[config.mk]
export PLATFORM = sky130hd
export DESIGN_NAME = mul_hilo_unit_flat
export DESIGN_NICKNAME = d
export VERILOG_FILES = /design/src/rtl/mul_hilo_unit_pkg.sv /design/src/rtl/mul_hilo_unit_if.sv /design/src/rtl/mul_hilo_unit_mul_step.sv /design/src/rtl/mul_hilo_unit.sv /design/src/flat_wrapper.sv
export SDC_FILE = /design/constraint.sdc
export NUM_CORES = 1
export LEC_CHECK = 0
export BUFFER_PORTS_ARGS = -buffer_cell sky130_fd_sc_hd__buf_2
export CAP_MARGIN = 5
export CORE_MARGIN = 5
export CORE_UTILIZATION = 64
export CTS_BUF_LIST = sky130_fd_sc_hd__clkbuf_2 sky130_fd_sc_hd__clkbuf_4 sky130_fd_sc_hd__clkbuf_8
export DETAILED_ROUTE_END_ITERATION = 16
export GPL_ROUTABILITY_DRIVEN = 0
export PLACE_DENSITY = 0.88
export SLEW_MARGIN = 10
export SYNTH_ARGS = -nofsm -noshare
export SYNTH_HDL_FRONTEND = slang
export SYNTH_SLANG_ARGS = --single-unit
[constraint.sdc]
create_clock -name clk -period 15.1 [get_ports clk]
set_input_delay 1.51 -clock clk [delete_from_list [all_inputs] [get_ports clk]]
set_output_delay 1.51 -clock clk [all_outputs]
set_load 0.01 [all_outputs]
[src/rtl/mul_hilo_unit_pkg.sv]
// Shared execute-stage definitions: function codes for the ALU and the HI/LO multiply unit,
// plus the multiply FSM state encoding.
package mul_hilo_unit_pkg;

  localparam int unsigned FN_W = 6;

  // ALU function codes
  localparam logic [FN_W-1:0] FN_ADD = 6'b100000;
  localparam logic [FN_W-1:0] FN_SUB = 6'b100010;
  localparam logic [FN_W-1:0] FN_AND = 6'b100100;
  localparam logic [FN_W-1:0] FN_OR  = 6'b100101;
  localparam logic [FN_W-1:0] FN_SLT = 6'b101010;

  // HI/LO unit function codes
  localparam logic [FN_W-1:0] FN_MULTU = 6'b011001;
  localparam logic [FN_W-1:0] FN_MULT  = 6'b011000;
  localparam logic [FN_W-1:0] FN_MFHI  = 6'b010000;
  localparam logic [FN_W-1:0] FN_MFLO  = 6'b010010;

  typedef enum logic [1:0] {
    IDLE = 2'd0,
    MUL  = 2'd1,
    DONE = 2'd2
  } state_e;

endpackage

[src/rtl/mul_hilo_unit_if.sv]
// Execute-stage bus shared between the ALU and the HI/LO multiply unit.
interface mul_hilo_unit_if
  import mul_hilo_unit_pkg::*;
#(
  parameter int unsigned WIDTH = 32
);
  logic [WIDTH-1:0] dataA;
  logic [WIDTH-1:0] dataB;
  logic [FN_W-1:0]  Signal;
  logic [WIDTH-1:0] aluOut;
  logic [WIDTH-1:0] dataOut;
  logic             busy;
  logic             done;

  modport master (
    output dataA, dataB, Signal, aluOut,
    input  dataOut, busy, done
  );

  modport slave (
    input  dataA, dataB, Signal, aluOut,
    output dataOut, busy, done
  );
endinterface

[src/rtl/mul_hilo_unit_mul_step.sv]
// One shift-add multiply iteration: conditional 33-bit add into the upper half, then shift right.
module mul_step #(
  parameter int unsigned WIDTH = 32
) (
  input  logic [2*WIDTH:0]   prod_i,
  input  logic [WIDTH-1:0]   mcand_i,
  output logic [2*WIDTH:0]   prod_c
);
  logic [WIDTH:0] upper;

  always_comb begin
    upper = prod_i[2*WIDTH:WIDTH];
    if (prod_i[0]) begin
      upper = {1'b0, prod_i[2*WIDTH-1:WIDTH]} + {1'b0, mcand_i};
    end
    prod_c = {1'b0, upper, prod_i[WIDTH-1:1]};
  end
endmodule

[src/rtl/mul_hilo_unit.sv]
// Sequential 32-step HI/LO multiplier and execute-stage result mux.
// Define MUL_SIGNED_EN to add the signed MULT function.
module mul_hilo_unit
  import mul_hilo_unit_pkg::*;
#(
  parameter int unsigned WIDTH = 32,
  parameter int unsigned CNT_W = 5
) (
  input logic             clk,
  input logic             reset,
  mul_hilo_unit_if.slave  bus
);
  localparam int unsigned     PROD_W   = 2*WIDTH + 1;
  localparam logic [CNT_W-1:0] LAST_CNT = CNT_W'(WIDTH - 1);

  state_e              state_q, state_d;
  logic [WIDTH-1:0]    mcand_q, mcand_d;
  logic [WIDTH-1:0]    hi_q, hi_d;
  logic [WIDTH-1:0]    lo_q, lo_d;
  logic [PROD_W-1:0]   prod_q, prod_d;
  logic [CNT_W-1:0]    cnt_q, cnt_d;
  logic                busy_q, busy_d;
  logic                done_q, done_d;

  logic [PROD_W-1:0]   prod_step_c;
  logic                start_c;
  logic [WIDTH-1:0]    op_a_c, op_b_c;
  logic [2*WIDTH-1:0]  result_c;
`ifdef MUL_SIGNED_EN
  logic                neg_q, neg_d;
`endif

  mul_step #(.WIDTH(WIDTH)) u_mul_step (
    .prod_i  (prod_q),
    .mcand_i (mcand_q),
    .prod_c  (prod_step_c)
  );

  // Start decode, operand conditioning and commit value
  always_comb begin
    start_c  = (bus.Signal == FN_MULTU);
    op_a_c   = bus.dataA;
    op_b_c   = bus.dataB;
    result_c = prod_step_c[2*WIDTH-1:0];
`ifdef MUL_SIGNED_EN
    if (bus.Signal == FN_MULT) begin
      start_c = 1'b1;
      op_a_c  = bus.dataA[WIDTH-1] ? -bus.dataA : bus.dataA;
      op_b_c  = bus.dataB[WIDTH-1] ? -bus.dataB : bus.dataB;
    end
    if (neg_q) begin
      result_c = -prod_step_c[2*WIDTH-1:0];
    end
`endif
  end

  always_comb begin
    state_d = state_q;
    mcand_d = mcand_q;
    prod_d  = prod_q;
    cnt_d   = cnt_q;
    hi_d    = hi_q;
    lo_d    = lo_q;
`ifdef MUL_SIGNED_EN
    neg_d   = neg_q;
`endif
    unique case (state_q)
      IDLE: begin
        if (start_c) begin
          state_d = MUL;
          mcand_d = op_a_c;
          prod_d  = {{(WIDTH+1){1'b0}}, op_b_c};
          cnt_d   = '0;
`ifdef MUL_SIGNED_EN
          neg_d   = (bus.Signal == FN_MULT) && (bus.dataA[WIDTH-1] ^ bus.dataB[WIDTH-1]);
`endif
        end
      end
      MUL: begin
        prod_d = prod_step_c;
        cnt_d  = cnt_q + CNT_W'(1);
        if (cnt_q == LAST_CNT) begin
          hi_d    = result_c[2*WIDTH-1:WIDTH];
          lo_d    = result_c[WIDTH-1:0];
          state_d = DONE;
        end
      end
      DONE:    state_d = IDLE;
      default: state_d = IDLE;
    endcase
    busy_d = (state_d == MUL);
    done_d = (state_d == DONE);
  end

  always_ff @(posedge clk or posedge reset) begin
    if (reset) begin
      state_q <= IDLE;
      mcand_q <= '0;
      prod_q  <= '0;
      cnt_q   <= '0;
      hi_q    <= '0;
      lo_q    <= '0;
      busy_q  <= 1'b0;
      done_q  <= 1'b0;
`ifdef MUL_SIGNED_EN
      neg_q   <= 1'b0;
`endif
    end else begin
      state_q <= state_d;
      mcand_q <= mcand_d;
      prod_q  <= prod_d;
      cnt_q   <= cnt_d;
      hi_q    <= hi_d;
      lo_q    <= lo_d;
      busy_q  <= busy_d;
      done_q  <= done_d;
`ifdef MUL_SIGNED_EN
      neg_q   <= neg_d;
`endif
    end
  end

  // Execute-stage result select; MFHI/MFLO read committed values with no forwarding
  always_comb begin
    case (bus.Signal)
      FN_MFHI:  bus.dataOut = hi_q;
      FN_MFLO:  bus.dataOut = lo_q;
      FN_MULTU: bus.dataOut = '0;
`ifdef MUL_SIGNED_EN
      FN_MULT:  bus.dataOut = '0;
`endif
      default:  bus.dataOut = bus.aluOut;
    endcase
  end

  assign bus.busy = busy_q;
  assign bus.done = done_q;

endmodule

[src/flat_wrapper.sv]
// flat-port wrapper written by rule: the top's interface ports become plain ports
module mul_hilo_unit_flat import mul_hilo_unit_pkg::*;
#(
  parameter int unsigned WIDTH = 32,
  parameter int unsigned CNT_W = 5
)
  (clk, reset, bus_dataA, bus_dataB, bus_Signal, bus_aluOut, bus_dataOut, bus_busy, bus_done);
  mul_hilo_unit_if #(.WIDTH(WIDTH)) bus_i ();
  input logic clk;
  input logic reset;
  input wire logic [$bits(bus_i.dataA)-1:0] bus_dataA;
  input wire logic [$bits(bus_i.dataB)-1:0] bus_dataB;
  input wire logic [$bits(bus_i.Signal)-1:0] bus_Signal;
  input wire logic [$bits(bus_i.aluOut)-1:0] bus_aluOut;
  output wire logic [$bits(bus_i.dataOut)-1:0] bus_dataOut;
  output wire logic [$bits(bus_i.busy)-1:0] bus_busy;
  output wire logic [$bits(bus_i.done)-1:0] bus_done;
  assign bus_i.dataA = bus_dataA;
  assign bus_i.dataB = bus_dataB;
  assign bus_i.Signal = bus_Signal;
  assign bus_i.aluOut = bus_aluOut;
  assign bus_dataOut = bus_i.dataOut;
  assign bus_busy = bus_i.busy;
  assign bus_done = bus_i.done;
  mul_hilo_unit #(.WIDTH(WIDTH), .CNT_W(CNT_W)) u_core (.clk(clk), .reset(reset), .bus(bus_i));
endmodule
# Word level (Yosys, flattened, before mapping)
# Cells that the tools add are included.
[op_classes] n_reduce_logical=5 n_addsub=2 n_eq_ne=8 n_mux=9
[op_table] cell="65-bit one-hot mux with 2 select lines" count=1
[op_table] cell="32-bit one-hot mux with 3 select lines" count=1
[op_table] cell="65-bit 2-to-1 mux" count=1
[op_table] cell="32-bit by 32-bit adder with 33-bit output" count=1
[op_table] cell="33-bit 2-to-1 mux" count=1
[op_table] cell="6-bit by 5-bit == test with 1-bit output (second input constant)" count=3
[op_table] cell="5-bit one-hot mux with 2 select lines" count=1
[op_table] cell="2-bit AND reduction" count=3
[op_table] cell="5-bit by 1-bit adder with 5-bit output (second input constant)" count=1
[op_table] cell="5-bit == test (second input constant)" count=1
[op_table] cell="5-bit 2-to-1 mux" count=1
[op_table] cell="2-bit by 1-bit == test with 1-bit output (second input constant)" count=2
[op_table] cell="2-bit 2-to-1 mux" count=2
[op_table] cell="2-bit one-hot mux with 2 select lines" count=1
[op_table] cell="2-bit == test (second input constant)" count=1
[op_table] cell="2-bit logical NOT" count=1
[op_table] cell="2-bit by 1-bit inequality test with 1-bit output (second input constant)" count=1
[op_table] cell="2-bit nonzero test" count=1
[totals] output_inout_bits=34 word_cells=32 ff_bits=170

# Depth between registers and ports, before layout
[depth] word_depth=4 depth_mapped=10 ltp_nobuf=10

# Modules after synthesis
# A second synthesis with hierarchy kept.
[unflattened] hier_cells=1000 hier_area_um2=10329.9
[modules_own_cells] module="mul_hilo_unit" seq_area_each_um2=4254.1 instances=1 area_each_um2=7798.7 cells_each=646
[modules_own_cells] module="mul_step" seq_area_each_um2=0.0 instances=1 area_each_um2=2531.2 cells_each=354

# Least setup slack after synthesis
# No wires, ideal clock.
[synth_path] path_type="input -> output" start="in bus_Signal[1]" end="out bus_dataOut[0]" t_required_ns=13.590 stages=8 arrival_time_ns=2.855 n_path_buf=4 setup_slack_ns=10.735 cell_sequence="clkbuf_1 > or3_1 > clkbuf_1 > and2_1 > clkbuf_1 > clkbuf_1 > nand2_1 > o21ai_0"
[synth_between] elab_chain_len=2 word_cells_on_any_way=4 cone_classes="3 x eq/ne; 1 x mux"
[synth_rtl] element="from (decl)" line="flat_wrapper.sv:13" source="input wire logic [$bits(bus_i.Signal)-1:0] bus_Signal;"
[synth_rtl] element="6-bit by 5-bit == test with 1-bit output" line="mul_hilo_unit.sv:125" source="case (bus.Signal)"
[synth_rtl] element="32-bit one-hot mux with 3 select lines (*)" line="mul_hilo_unit.sv:125"
[synth_rtl] element="to (decl)" line="flat_wrapper.sv:15" source="output wire logic [$bits(bus_i.dataOut)-1:0] bus_dataOut;"
# Every way passes the cells marked *; elsewhere a longest branch is shown, timed or not.

# Final worst setup path
[layout_path] start="in bus_Signal[1]" end="out bus_dataOut[30]"
# The elaborated chain is that of the path after synthesis.

==> summary.txt <==
Synthesis
  • Synth Area in XOR/XNOR: 0.0213
  • Post-synthesis mux area share: 0.101
  • Asr flop ratio synth: 1.00
  • Simple-Gate Fraction of Synth Area: 0.160
  • Avg Synthesized Cell Area: roughly 9 um2
  • Synth unique cells: 54
  • Cell Area, Synth: ~9500 um2
  • Synth Warn #: 0
  • Synth Register Bits: 169
  • Post-Synth Adder-Cell Area: 0.0471
  • Largest family of logic cells by synthesized area: compound AO/OA/AOI/OAI gates
  • Mapped Cells: 1033
  • Synth Area in Compound Gates: 0.190
  • Post-synth EDFFs: 0
  • Net Count, Synth: 1172
  • Seq/Total Area, Yosys: 0.447
  • Prevailing post-synth register cell: dfrtp_1

CTS
  • TritonCTS Buffers: 17
  • H-tree levels: 4
  • CTS clk-pin slew, worst paths: roughly 80 ps
  • Setup Fix Bufs, Post-CTS: 0
  • Clk Latency, worst-skew pair: between 400 and 500 ps
  • Buffers from clock root to sink, at most: 2
  • Clock root cell: clkbuf_8
  • Hold buffers post-CTS: 0
  • CTS tree: built
  • CTS Sinks: 169
  • Post_cts resized: 0

Worst hold path
  • Tightest Hold Check Type: reg -> reg
  • HP Start: u_core.lo_q[1]
  • WHS Path Cells: 2
  • WHS Endpoint: u_core.lo_q[1]

Timing
  • RSZ-0062 raised after global routing: no
  • Setup Viol. Count Final: 0
  • Hold slack final: about 480 ps
  • Final Slew Violations: 0
  • Worst-Margin Slew: about 1200 ps
  • FMAX: 174 MHz
  • Final Hold Violating Endpoints: 0
  • Period utilisation layout: 0.380
  • Setup TNS: 0 ps
  • Rel. slew slack: 0.223
  • Clock skew: 10.8 ps
  • Tmin final: about 5700 ps

Pwr
  • Maximum VDD drop: 0.0782 mV
  • P per Cell Area: roughly 160 nW/um2
  • Leakage power: around 5.3 nW

Routing
  • Pre-Repair DR Iteration Count: 5
  • WL final: roughly 24000 um
  • Post-detailed-route count of antenna-violating nets: 0
  • Initial DRC Count: 812
  • Via density: ~6.2
  • # DRC: 0
  • Vias post-DR: roughly 8000
  • Routed wire per std cell: between 15 and 20 um

Layout
  • Fillers: ~1100
  • Nets: ~1300
  • # diodes: 0
  • Core Util, Final: 0.729
  • Layout area overhead: 11.9%
  • Most common library cell in the layout ignoring fill and taps: nand2_1
  • Most frequent cells in the layout: nand2_1, dfrtp_1, buf_2
  • Share of layout cells above drive strength 1: 0.199
  • Post-Layout Cell Count: ~1300

Setup path
  • Setup crit start kind: input pin
  • Worst reg2reg setup slack: around 12000 ps
  • CP required: 13590 ps
  • Worst-path fanout max: 36
  • RR Startpoint: u_core.prod_q[35]
  • Worst Reg2Reg Path Length in Cells: 9
  • CP Class: in -> out
  • Arrival @ worst endpoint: 4230 ps
  • Worst Setup End Kind: output pin
  • RR Endpoint: u_core.hi_q[28]

Global routing
  • Largest net degree at the start of global routing: approximately 100
  • Number of global-route vias before repair: 7757
  • Global-route wire length before repair: roughly 39000 um
  • All-Layer GR Usage: 0.270
  • Initial antenna violation count: 1
  • Global route total overflow: 0

Status
  • Outcome: finished clean

Die
  • Die area: 17300 um2
  • Core Rows: 44
  • Die span in x: roughly 130 um
  • Initial Utilization: 0.651
  • IO Count: 138
  • Die height: between 100 and 150 um
  • CORE AREA: 14500 um2

Placed design
  • # port buffers: ~140
  • DPL Wire Length: approximately 17000 um
  • Inst Count DP: about 1300

Flow run
  • Max Cap Violations: 0
==> cells by family after synthesis <==
logic type,Yosys count
mux,91
xor+xnor,23
compound gates,296
flops,169
buf+inv,82
fa+ha+maj,35
simple gates,337
==> report_power, final <==
| part | switching [W] | total, W | internal (W) |
|---|---|---|---|
| clock | 0.000163 | 0.000325 | 0.000162 |
| combinational | 0.000367 | 0.000604 | 0.000237 |
| sequential | 0.000119 | 0.000723 | 0.000604 |
==> critical path: stages <==
cell and delay, ps:
buf_2 730, or3_1 220, buf_4 350, and2_1 980, nand2_1 130, o21ai_0 120
buf_2 170
==> metal layers <==
layer	wire [um]	share of wire	global-route usage	vias to the layer above
met5	13	0.00055	0	-
met4	690	0.029	0.106	2
met3	1590	0.067	0.0497	55
met2	11600	0.49	0.439	324
met1	9900	0.42	0.360	3952
li1	-	-	-	3864
==> worst max-delay path by stage <==
stage | startpoint | endpoint | slack, ps | depth (start not counted)
after floorplan | reset | u_core.bus.busy | 9010 | 1
after global placement | bus_Signal[1] | bus_dataOut[22] | 9490 | 7
after detailed placement | bus_Signal[1] | bus_dataOut[30] | 9380 | 7
after CTS | bus_Signal[1] | bus_dataOut[30] | 9370 | 7
after global routing | bus_Signal[1] | bus_dataOut[30] | 9180 | 7
final | bus_Signal[1] | bus_dataOut[30] | 9360 | 7
==> stage by stage <==
step                worst slack [ps]  power [W]  instance area (um2)
global route                    9180    0.00176                10600
detailed placement              9380    0.00132                10200
finish                          9360    0.00165                10600
CTS                             9370    0.00165                10600
global placement                9490    0.00129                10200
floorplan                       9010    0.00115                 9460
==> cell type report <==
cell class,count,area [um2],area share
Multi-Input combinational cell,782,4920,0.464
Clock buffer,22,284,0.0268
Inverter,11,46.3,0.00437
Sequential cell,169,4230,0.399
Clock inverter,9,118,0.0111
Tap cell,184,230,0.0217
Timing Repair Buffer,148,768,0.0725
==> sequential cells by signal, indices dropped and copies added (netlist names) <==
signal,flops
u_core.hi_q,32
u_core.mcand_q,32
u_core.prod_q,64
u_core.bus.done,1
u_core.cnt_q,5
u_core.bus.busy,1
u_core.state_q,2
u_core.lo_q,32
==> cells in the mapped netlist, drive strengths merged (6+ instances only) <==
cell | count | share of area
nand2 | 210 | 0.083
dfrtp | 169 | 0.45
o21ai | 132 | 0.070
mux2i | 57 | 0.060
clkbuf | 54 | 0.021
a21oi | 53 | 0.029
a22oi | 46 | 0.036
ha | 34 | 0.045
mux2 | 34 | 0.040
nand3 | 29 | 0.015
nor2 | 29 | 0.012
a21o | 20 | 0.016
nor3b | 19 | 0.015
buf | 17 | 0.0086
xnor2 | 15 | 0.014
a31oi | 11 | 0.0073
inv | 11 | 0.0044
nand4 | 10 | 0.0066
nand2b | 9 | 0.0059
xor2 | 8 | 0.0074
or3 | 7 | 0.0046
o211ai | 6 | 0.0048
No activity file was read; power rests on OpenSTA's default activity.
